### src/rtl/pl_mdu_if.sv
// ID-stage request and result bundle shared by the pipeline and the multiply/divide unit.
// The pipeline drives the decoded instruction fields and forwarded operands;
// the unit returns its interlock, status and HI/LO read-back.
interface pl_mdu_if;
    logic [5:0]  op;
    logic [5:0]  func;
    logic        id_valid;
    logic [31:0] rs_val;
    logic [31:0] rt_val;
    logic        stall;
    logic        busy;
    logic [31:0] hilo_out;
    logic [31:0] hi;
    logic [31:0] lo;

    modport master (
        output op, func, id_valid, rs_val, rt_val,
        input  stall, busy, hilo_out, hi, lo
    );

    modport slave (
        input  op, func, id_valid, rs_val, rt_val,
        output stall, busy, hilo_out, hi, lo
    );
endinterface

### src/rtl/pl_mdu.sv
// Iterative multiply/divide unit for the pipelined MIPS core.
// Decodes MDU instructions in ID, runs a 32-step shift-add multiply or
// restoring divide on operand magnitudes, fixes signs in a final cycle and
// owns HI/LO. Any MDU instruction reaching ID while busy stalls the front end.
module pl_mdu (
    input  logic    clock,
    input  logic    resetn,
    pl_mdu_if.slave bus
);

    typedef enum logic [1:0] {
        S_IDLE = 2'd0,
        S_RUN  = 2'd1,
        S_FIX  = 2'd2
    } state_t;

    localparam logic [5:0] F_MFHI  = 6'b010000;
    localparam logic [5:0] F_MTHI  = 6'b010001;
    localparam logic [5:0] F_MFLO  = 6'b010010;
    localparam logic [5:0] F_MTLO  = 6'b010011;
    localparam logic [5:0] F_MULT  = 6'b011000;
    localparam logic [5:0] F_MULTU = 6'b011001;
    localparam logic [5:0] F_DIV   = 6'b011010;
    localparam logic [5:0] F_DIVU  = 6'b011011;

    // Instruction decode (only real instructions with op==0 count)
    logic dec_ok;
    logic dec_mfhi, dec_mthi, dec_mflo, dec_mtlo;
    logic dec_mult, dec_multu, dec_div, dec_divu;
    logic mdu_op, start_op, start_div, start_signed;

    assign dec_ok    = bus.id_valid && (bus.op == 6'd0);
    assign dec_mfhi  = dec_ok && (bus.func == F_MFHI);
    assign dec_mthi  = dec_ok && (bus.func == F_MTHI);
    assign dec_mflo  = dec_ok && (bus.func == F_MFLO);
    assign dec_mtlo  = dec_ok && (bus.func == F_MTLO);
    assign dec_mult  = dec_ok && (bus.func == F_MULT);
    assign dec_multu = dec_ok && (bus.func == F_MULTU);
    assign dec_div   = dec_ok && (bus.func == F_DIV);
    assign dec_divu  = dec_ok && (bus.func == F_DIVU);

    assign mdu_op       = dec_mfhi | dec_mthi | dec_mflo | dec_mtlo |
                          dec_mult | dec_multu | dec_div | dec_divu;
    assign start_op     = dec_mult | dec_multu | dec_div | dec_divu;
    assign start_div    = dec_div | dec_divu;
    assign start_signed = dec_mult | dec_div;

    // Operand magnitudes captured at issue (raw values for the unsigned forms)
    logic        rs_neg, rt_neg;
    logic [31:0] rs_mag, rt_mag;

    assign rs_neg = start_signed & bus.rs_val[31];
    assign rt_neg = start_signed & bus.rt_val[31];
    assign rs_mag = rs_neg ? (32'd0 - bus.rs_val) : bus.rs_val;
    assign rt_mag = rt_neg ? (32'd0 - bus.rt_val) : bus.rt_val;

    // State: acc_q is the product upper half / partial remainder,
    // q_q is the multiplier-then-product-lower-half / dividend-then-quotient,
    // opnd_q is the multiplicand / divisor.
    state_t      state_q, state_d;
    logic [4:0]  cnt_q, cnt_d;
    logic [31:0] acc_q, acc_d;
    logic [31:0] q_q, q_d;
    logic [31:0] opnd_q, opnd_d;
    logic        neg_rs_q, neg_rs_d;
    logic        neg_rt_q, neg_rt_d;
    logic        is_div_q, is_div_d;
    logic [31:0] hi_q, hi_d;
    logic [31:0] lo_q, lo_d;

    logic        busy;
    assign busy = (state_q != S_IDLE);

    assign bus.busy     = busy;
    assign bus.stall    = mdu_op & busy;
    assign bus.hilo_out = dec_mfhi ? hi_q : lo_q;
    assign bus.hi       = hi_q;
    assign bus.lo       = lo_q;

    // One iteration of either algorithm plus the sign-corrected final results
    logic [32:0] mul_sum;
    logic [32:0] rem_sh;
    logic [32:0] diff;
    logic [63:0] prod;
    logic [31:0] quot;
    logic [31:0] rem;

    // Datapath: step arithmetic and the fix-up values written in FIX
    always_comb begin
        mul_sum = {1'b0, acc_q} + (q_q[0] ? {1'b0, opnd_q} : 33'd0);
        rem_sh  = {acc_q, q_q[31]};
        diff    = rem_sh - {1'b0, opnd_q};

        prod = {acc_q, q_q};
        if (neg_rs_q ^ neg_rt_q) begin
            prod = 64'd0 - prod;
        end

        quot = q_q;
        if (neg_rs_q ^ neg_rt_q) begin
            quot = 32'd0 - q_q;
        end
        // A zero divisor yields all-ones; the remainder path already leaves rs_val in HI.
        if (opnd_q == 32'd0) begin
            quot = 32'hFFFF_FFFF;
        end

        rem = acc_q;
        if (neg_rs_q) begin
            rem = 32'd0 - acc_q;
        end
    end

    // Sequencer: next-state and register updates for IDLE/RUN/FIX
    always_comb begin
        // NOTE: every target gets a default first so no path can infer a latch.
        state_d  = state_q;
        cnt_d    = cnt_q;
        acc_d    = acc_q;
        q_d      = q_q;
        opnd_d   = opnd_q;
        neg_rs_d = neg_rs_q;
        neg_rt_d = neg_rt_q;
        is_div_d = is_div_q;
        hi_d     = hi_q;
        lo_d     = lo_q;

        unique case (state_q)
            S_IDLE: begin
                if (start_op) begin
                    state_d  = S_RUN;
                    cnt_d    = 5'd0;
                    acc_d    = 32'd0;
                    neg_rs_d = rs_neg;
                    neg_rt_d = rt_neg;
                    is_div_d = start_div;
                    q_d      = start_div ? rs_mag : rt_mag;
                    opnd_d   = start_div ? rt_mag : rs_mag;
                end else if (dec_mthi) begin
                    hi_d = bus.rs_val;
                end else if (dec_mtlo) begin
                    lo_d = bus.rs_val;
                end
            end
            S_RUN: begin
                cnt_d = cnt_q + 5'd1;
                if (is_div_q) begin
                    // Keep the trial subtraction only when it did not borrow.
                    acc_d = diff[32] ? rem_sh[31:0] : diff[31:0];
                    q_d   = {q_q[30:0], ~diff[32]};
                end else begin
                    acc_d = mul_sum[32:1];
                    q_d   = {mul_sum[0], q_q[31:1]};
                end
                if (cnt_q == 5'd31) begin
                    state_d = S_FIX;
                end
            end
            S_FIX: begin
                if (is_div_q) begin
                    lo_d = quot;
                    hi_d = rem;
                end else begin
                    hi_d = prod[63:32];
                    lo_d = prod[31:0];
                end
                state_d = S_IDLE;
            end
            default: begin
                state_d = S_IDLE;
            end
        endcase
    end

    // State register; reset aborts any operation in flight and clears HI/LO
    always_ff @(posedge clock or negedge resetn) begin
        if (!resetn) begin
            state_q  <= S_IDLE;
            cnt_q    <= 5'd0;
            acc_q    <= 32'd0;
            q_q      <= 32'd0;
            opnd_q   <= 32'd0;
            neg_rs_q <= 1'b0;
            neg_rt_q <= 1'b0;
            is_div_q <= 1'b0;
            hi_q     <= 32'd0;
            lo_q     <= 32'd0;
        end else begin
            // NOTE: non-blocking assignments so every register samples pre-edge values.
            state_q  <= state_d;
            cnt_q    <= cnt_d;
            acc_q    <= acc_d;
            q_q      <= q_d;
            opnd_q   <= opnd_d;
            neg_rs_q <= neg_rs_d;
            neg_rt_q <= neg_rt_d;
            is_div_q <= is_div_d;
            hi_q     <= hi_d;
            lo_q     <= lo_d;
        end
    end

endmodule

### src/flat_wrapper.sv
// flat-port wrapper written by rule: the top's interface ports become plain ports
module pl_mdu_flat 
  (clock, resetn, bus_op, bus_func, bus_id_valid, bus_rs_val, bus_rt_val, bus_stall, bus_busy, bus_hilo_out, bus_hi, bus_lo);
  pl_mdu_if bus_i ();
  input  logic clock;
  input  logic resetn;
  input wire logic [$bits(bus_i.op)-1:0] bus_op;
  input wire logic [$bits(bus_i.func)-1:0] bus_func;
  input wire logic [$bits(bus_i.id_valid)-1:0] bus_id_valid;
  input wire logic [$bits(bus_i.rs_val)-1:0] bus_rs_val;
  input wire logic [$bits(bus_i.rt_val)-1:0] bus_rt_val;
  output wire logic [$bits(bus_i.stall)-1:0] bus_stall;
  output wire logic [$bits(bus_i.busy)-1:0] bus_busy;
  output wire logic [$bits(bus_i.hilo_out)-1:0] bus_hilo_out;
  output wire logic [$bits(bus_i.hi)-1:0] bus_hi;
  output wire logic [$bits(bus_i.lo)-1:0] bus_lo;
  assign bus_i.op = bus_op;
  assign bus_i.func = bus_func;
  assign bus_i.id_valid = bus_id_valid;
  assign bus_i.rs_val = bus_rs_val;
  assign bus_i.rt_val = bus_rt_val;
  assign bus_stall = bus_i.stall;
  assign bus_busy = bus_i.busy;
  assign bus_hilo_out = bus_i.hilo_out;
  assign bus_hi = bus_i.hi;
  assign bus_lo = bus_i.lo;
  pl_mdu u_core (.clock(clock), .resetn(resetn), .bus(bus_i));
endmodule
### config.mk
export PLATFORM = sky130hd
export DESIGN_NAME = pl_mdu_flat
export DESIGN_NICKNAME = d
export VERILOG_FILES = /design/src/rtl/pl_mdu_if.sv /design/src/rtl/pl_mdu.sv /design/src/flat_wrapper.sv
export SDC_FILE = /design/constraint.sdc
export NUM_CORES = 1
export LEC_CHECK = 0
export ABC_AREA = 1
export CORE_MARGIN = 4
export CORE_UTILIZATION = 40
export DETAILED_ROUTE_END_ITERATION = 10
export DONT_BUFFER_PORTS = 1
export REMOVE_ABC_BUFFERS = 1
export SLEW_MARGIN = 20
export SYNTH_ARGS = -nofsm -noshare
export SYNTH_HDL_FRONTEND = slang
export SYNTH_SLANG_ARGS = --single-unit
### constraint.sdc
create_clock -name clock -period 3.7 [get_ports clock]
set_clock_uncertainty 0.15 [all_clocks]
set_input_delay 0.37 -clock clock [delete_from_list [all_inputs] [get_ports clock]]
set_output_delay 0.37 -clock clock [all_outputs]
set_load 0.005 [all_outputs]
==> results of run 1 <==
[metrics by stage]
step                instances  worst slack (ns)  hold WS [ns]  utilization, %  power (mW)
finish                   3889             0.306        -0.566            43.5        12.5
global route             3887             0.187        -0.583            43.5        13.3
CTS                      3886             0.381        -0.602            43.5        12.3
detailed placement       3848             0.419       -0.0586            42.1        10.2
global placement         3848             0.525       -0.0643            42.1        10.3
floorplan                3190             -1.02       -0.0756               -        7.61
[final cells by class]
| type | count | area (um2) | area share (%) |
|---|---|---|---|
| inverters | 454 | 1720 | 8.41 |
| clock buffers | 17 | 425 | 2.08 |
| well taps | 607 | 759 | 3.72 |
| diodes | 3 | 7.51 | 0.0367 |
| repair buffers | 57 | 455 | 2.23 |
| flip-flops and latches | 170 | 4260 | 20.8 |
| clock inverters | 15 | 195 | 0.955 |
| multi-input cells | 2566 | 12600 | 61.8 |
[registers in the layout, indices dropped and copies added, names as in the netlist]
name and flops:
u_core.acc_q 32, u_core.bus.hi 32, u_core.bus.lo 32, u_core.opnd_q 32
u_core.q_q 32, u_core.cnt_q 5, u_core.state_q 2, u_core.is_div_q 1
u_core.neg_rs_q 1, u_core.neg_rt_q 1
[path summary, 6_finish.rpt]
kind	from	end	slack, ns	cells past startpoint
worst max-delay path	u_core.q_q[31]$_DFFE_PN0P_	u_core.acc_q[31]$_DFFE_PN0P_	0.31	18
min in group clock	bus_rs_val[29]	u_core.opnd_q[29]$_DFFE_PN0P_	0.02	4
max in group asynchronous	resetn	u_core.q_q[8]$_DFFE_PN0P_	3.49	0
worst min register to register	u_core.cnt_q[4]$_DFFE_PN0P_	u_core.cnt_q[4]$_DFFE_PN0P_	0.37	1
worst max register to register	u_core.q_q[31]$_DFFE_PN0P_	u_core.acc_q[31]$_DFFE_PN0P_	0.31	18
worst min-delay path	resetn	u_core.cnt_q[1]$_DFFE_PN0P_	-0.57	0
[worst max-delay path: stages (launching register included)]
cell	delay, ns
dfrtp_1	0.46
inv_1	0.14
ha_1	0.25
fa_1	0.44
inv_1	0.08
nand2_1	0.05
nand2_1	0.12
nand3_1	0.10
nand2_2	0.12
nand2_1	0.07
nand2_2	0.09
nand2_2	0.08
nand2_2	0.08
nand2_2	0.06
nand2_4	0.38
nand3_1	0.37
nand3_1	0.16
nand2_1	0.06
nand2_1	0.06
[cell families after synthesis]
kind of cell,count (synthesis),synth area share (%)
AND/OR/NAND/NOR,1910,42.6
buffers and inverters,564,12.0
AO/OA/AOI/OAI,512,15.0
flip-flops,170,22.2
adder cells (fa/ha/maj),72,4.78
XOR/XNOR,56,2.56
multiplexers,16,0.940
[synthesized netlist by cell type, types with 5 or more instances]
| cell | count |
|---|---|
| a21o_1 | 7 |
| nor3_1 | 26 |
| o21ai_1 | 18 |
| nand2_4 | 6 |
| mux2_2 | 16 |
| dfrtp_1 | 170 |
| inv_2 | 21 |
| o21ai_2 | 9 |
| nand2_1 | 884 |
| buf_2 | 37 |
| o21a_1 | 5 |
| nand3b_1 | 14 |
| buf_1 | 8 |
| nor2_2 | 13 |
| buf_6 | 10 |
| xor2_1 | 41 |
| nand4_1 | 33 |
| a21oi_1 | 211 |
| o21ai_0 | 175 |
| or2_2 | 15 |
| nor4_1 | 8 |
| o221ai_1 | 8 |
| nand2_2 | 16 |
| buf_4 | 8 |
| nor2_1 | 496 |
| inv_1 | 429 |
| nand3_1 | 370 |
| nor2_4 | 7 |
| a31oi_1 | 5 |
| o211ai_1 | 38 |
| a22oi_1 | 22 |
| ha_1 | 70 |
| nand3_2 | 10 |
| clkbuf_1 | 46 |
| xnor2_1 | 15 |
[routing by layer]
metal  routed length [um]  vias up
met3                10300      139
met1                41500    10746
li1                     -    10569
met5                   13        -
met2                37700     1271
met4                 2730        2
[power breakdown]
group          switching [mW]  internal (mW)  leakage (nW)
Clock                    1.00          0.979         0.300
Combinational            5.08           2.25          8.14
Sequential              0.843           2.35          1.99
Total                    6.92           5.58          10.4
[placed cells by master, fill, tap and decap left out, types with 41 or more instances in the layout]
| cell | instances |
|---|---|
| a21oi_1 | 211 |
| buf_4 | 50 |
| dfrtp_1 | 169 |
| ha_1 | 70 |
| inv_1 | 427 |
| nand2_1 | 883 |
| nand3_1 | 370 |
| nor2_1 | 495 |
| o21ai_0 | 175 |
| xor2_1 | 41 |
==> metrics, run 1 <==
setup violators final=0; met1 Usage GRT=52.6%; relative slew slack=40.2%; Longest Clk Path Bufs=2; total core area=0.0470 mm2; status=finished, violations left; GRT Util Overall=35.1%; Pre-antenna DRT Iters=6; Finished Cell Area=0.0204 mm2; Syn Std Cell Area=0.0192 mm2; initial antenna violation count=4; number of DRC markers in iteration 0=3,386; worst skew pair latency=0.51 ns; leakage power=10.4 nW; Avg Inst Size Synth=5.81 um2; CTS buffer count=17; Routability Congestion=1.09; met2 Use GR=50.0%; final hold violations=170; Async S/R FF share, synth=100%; Root Buffer=clkbuf_16; HP Class=in2async; Max-Cap Viols=0; met3 usage=8.27%; Fmax=295 MHz; die height=227 um; PwrDens=612 mW/mm2; WS Path Type=reg2reg; Synth area leaders=dfrtp_1 22%, nand2_1 17%, nor2_1 9.7%, nand3_1 9.7%, inv_1 8.4%; Clock Pin Slew Worst Setup and Hold Paths=0.09 ns; Peak VDD IR=0.000292 V; Post-synth EDFFs=0; Die ar.=0.0515 mm2; largest net degree at the start of global routing=171; first-pass GRT wire length=135 mm; RSZ-0062 raised after global routing=no; Layout area overhead=6.67%; Tcrit/Tclk final=91.7%; post-synthesis cell type count=56; vias=22,727; drt total wl=92.2 mm; fraction of layout cells with a size suffix above 1=6.50%; Synth top area share=22.2%; busiest grt layer=met1; hold_ws=-0.566 ns; initial cell density of the core=40.8%; Synth Instances=3,300; Final min period=3.39 ns; std cell rows=79; number of global-route vias before repair=20,623; CTS tree=built; Worst Setup Start Kind=flop; Congestion Overflow GR=0; max-slew violations=0; measured slew at the worst slew-check pin=0.897 ns; post-DP HPWL=74.3 mm; Die X-Extent=227 um; synthesized flop and latch total=170; Fill cells=5,222; dominant synthesized flop cell=dfrtp_1; Worst Path Arrival=3.69 ns; Area after DPL=0.0198 mm2; Yosys top cell by area=dfrtp_1; io pins=177; Worst Setup End Kind=flop; DR WL/cell=23.7 um; DRT antenna net count=0; failing checks=hold timing; Post-CTS Repair Setup Buffers=0; final setup TNS=0 ns; DRC=0; port bufs=0; clock sinks=170; Ys Warns=0; post_cts resized=0; Final nets=3,417; Crit Path Max Fanout=32; hold buffer count at CTS=6; CTS H-Tree Depth=4; Seq/Total Area, Yosys=22.2%; critical path data required time=3.99 ns; Vias/cell=5.84
No activity file was read; power rests on OpenSTA's default activity.
==> run 2, diff against run 1 <==
CELL_PAD_IN_SITES_DETAIL_PLACEMENT = 1   (was not set)
CELL_PAD_IN_SITES_GLOBAL_PLACEMENT = 1   (was not set)
PLACE_DENSITY_LB_ADDON = 0.1   (was not set)
SETUP_SLACK_MARGIN = 0.3   (was not set)
==> run 2 against run 1 <==
Against the previous run:
- wire length rose by 7.4%
- the run still ends with hold timing left
- count of clock-buffer cells in the layout is the same
- register-to-register slack improved by 0.17 ns
- power increased by 0.34%
- utilization decreased by 0.15 points
- highest routed layer unchanged
- worst setup slack better by 0.17 ns
- global-route usage rose by 2.4 points
==> metrics, run 2 (same netlist as run 1, synthesis figures left out) <==
status=finished, violations left; failing checks=hold timing; Net Switching=7.05 mW (+1.9%); first-pass GRT wire length=144 mm (+6.6%); GRT Util Overall=37.5% (+2.4 points); CTS buffer count=17 (unchanged); initial cell density of the core=40.8% (unchanged); total core area=0.0470 mm2 (unchanged); Clock Pin Slew Worst Setup and Hold Paths=0.08 ns (about the same); Vias/cell=5.97 (+2.2%); relative slew slack=33.3% (-6.9 points); number of DRC markers in iteration 0=2,552 (-25%); Worst Setup Start Kind=flop; Final nets=3,415 (-0.059%); Pre-antenna DRT Iters=5 (-1); DR WL/cell=25.5 um (+7.6%); Die ar.=0.0515 mm2 (unchanged); critical path data required time=3.94 ns (-0.05 ns); DRT antenna net count=0 (unchanged); drt total wl=99.1 mm (+7.4%); most frequent cells in the layout=883 x nand2_1, 495 x nor2_1, 427 x inv_1; hold buffer count at CTS=7 (+1); leakage power=10.4 nW (-0.46%); Longest Clk Path Bufs=2 (unchanged); setup violators final=0 (unchanged); PwrDens=616 mW/mm2 (+0.68%); Max-Cap Viols=0 (unchanged); met1 Usage GRT=54.0% (+1.5 points); Crit Path Max Fanout=32 (unchanged); Peak VDD IR=0.000291 V (-0.57%); Clk pwr share=14.7% (-1.1 points); Fill cells=6,579 (+26%); Worst Path Arrival=3.47 ns (-0.22 ns); Tot Pwr=12.5 mW (+0.34%); hold_ws=-0.596 ns (-0.0294 ns); Tcrit/Tclk final=87.3% (-4.5 points); placed cells=3,845 (-0.078%); Worst Setup End Kind=flop; final hold violations=170 (unchanged); Routability Congestion=1.07 (-1.7%); worst skew pair latency=0.50 ns (about the same); Worst Path Buf+Inv=2 (unchanged); max-slew violations=0 (unchanged); slowest CP cell=dfrtp_1; Area after DPL=0.0197 mm2 (-0.11%); most common cell after layout, fill and taps aside=nand2_1; HP Class=in2async; clock sinks=170 (unchanged); vias=23,188 (+2.0%); port bufs=0 (unchanged); io pins=177 (unchanged); cell-internal power=5.49 mW (-1.6%); die height=227 um (unchanged); CTS H-Tree Depth=4 (unchanged); post-DP HPWL=79.9 mm (+7.7%); busiest grt layer=met2; Final min period=3.23 ns (-0.165 ns); Layout Cells excl Fill=3,884 (-0.13%); Worst Reg2Reg Path Length in Cells=17 (-1); Multi-input gate area=0.0126 mm2 (+0.14%); Fmax=310 MHz (+5.1%); DRC=0 (unchanged); Seq pwr share=25.5% (about the same); crit-path most repeated cell=nand2_1; Congestion Overflow GR=0 (unchanged); critical path's top delay family=simple AND/OR/NAND/NOR gates; Die X-Extent=227 um (unchanged); crit-path cells=inv_1 -> ha_1 -> fa_1 -> inv_1 -> nand2_1 -> nand2_1 -> nand3_1 -> nand2_2 -> nand2_1 -> nand2_2 -> nand2_2 -> nand3_1 -> nand2_8 -> nand2_1 -> nand3_1 -> nand3_1 -> nand2_1; Comb power frac=59.8% (+1.2 points); switch share=56.2% (+0.85 points); met2 Use GR=54.3% (+4.3 points); final core occ=43.4% (-0.15 points); met3 usage=9.36% (+1.1 points); WS Path Type=reg2reg; number of global-route vias before repair=22,453 (+8.9%); Crit path depth=17 (-1); Layout area overhead=6.31%; Root Buffer=clkbuf_16; Reg area=0.00426 mm2 (unchanged); Finished Cell Area=0.0204 mm2 (-0.34%); measured slew at the worst slew-check pin=1.00 ns (+0.104 ns); initial antenna violation count=3 (-1); CP max stage delay=0.47 ns (about the same); std cell rows=79 (unchanged); largest net degree at the start of global routing=171 (unchanged); RSZ-0062 raised after global routing=no; fraction of layout cells with a size suffix above 1=6.38% (-0.12 points); CTS tree=built
[run 2: area by class of cell]
type | instances | share of cell area [%]
diodes | 1 | 0.0123
clock buffers | 17 | 2.09
clock inverters | 14 | 0.614
inverters | 454 | 8.44
multi-input cells | 2566 | 62.1
flip-flops and latches | 170 | 20.9
well taps | 607 | 3.73
repair buffers | 55 | 2.17
[run 2: power groups by stage]
stage                     Combinational, mW  Sequential, mW  Clock [mW]
after global placement                 7.05            3.17           0
after detailed placement               7.20            3.19           0
after global routing                   8.19            3.24        1.94
final                                  7.50            3.20        1.84
after CTS                              7.25            3.16        1.87
after floorplan                        4.69            2.92           0
[run 2: path summary, 6_finish.rpt]
check	start	to	slack [ns]
setup / recovery	u_core.q_q[31]$_DFFE_PN0P_	u_core.acc_q[19]$_DFFE_PN0P_	0.47
hold / removal	resetn	u_core.acc_q[19]$_DFFE_PN0P_	-0.60
setup reg to reg	u_core.q_q[31]$_DFFE_PN0P_	u_core.acc_q[19]$_DFFE_PN0P_	0.47
hold reg to reg	u_core.cnt_q[0]$_DFFE_PN0P_	u_core.cnt_q[0]$_DFFE_PN0P_	0.35
max in group asynchronous	resetn	u_core.is_div_q$_DFFE_PN0P_	3.35
min in group clock	bus_rs_val[29]	u_core.opnd_q[29]$_DFFE_PN0P_	0.02
[run 2: worst register-to-register path, cell delays in order, from the launching register on]
cell     delay (ns)
dfrtp_1        0.47
inv_1          0.16
ha_1           0.24
fa_1           0.40
inv_1          0.07
nand2_1        0.05
nand2_1        0.15
nand3_1        0.12
nand2_2        0.11
nand2_1        0.08
nand2_2        0.10
nand2_2        0.07
nand3_1        0.17
nand2_8        0.21
nand2_1        0.18
nand3_1        0.19
nand3_1        0.13
nand2_1        0.07
[run 2: repair_timing]
action | 4_1_cts | 5_1_grt
hold endpoints to repair | 176 | 170
gates resized for setup | 0 | 2
endpoints found under the setup margin | 0 | 10
buffers inserted | 0 | 0
[run 2: per-layer routing]
layer,routed length (um),part of all wire [%],vias up
met1,43900,44,11436
li1,-,-,10541
met2,41300,42,1048
met3,10000,10,161
met4,3850,3.9,2
met5,20,0.020,-
[run 2: metrics by stage]
stage	TNS, ns	setup slack, ns
global placement	0	0.641
detailed placement	0	0.514
floorplan	-67.67	-1.02
CTS	0	0.468
finish	0	0.471
global route	0	0.331
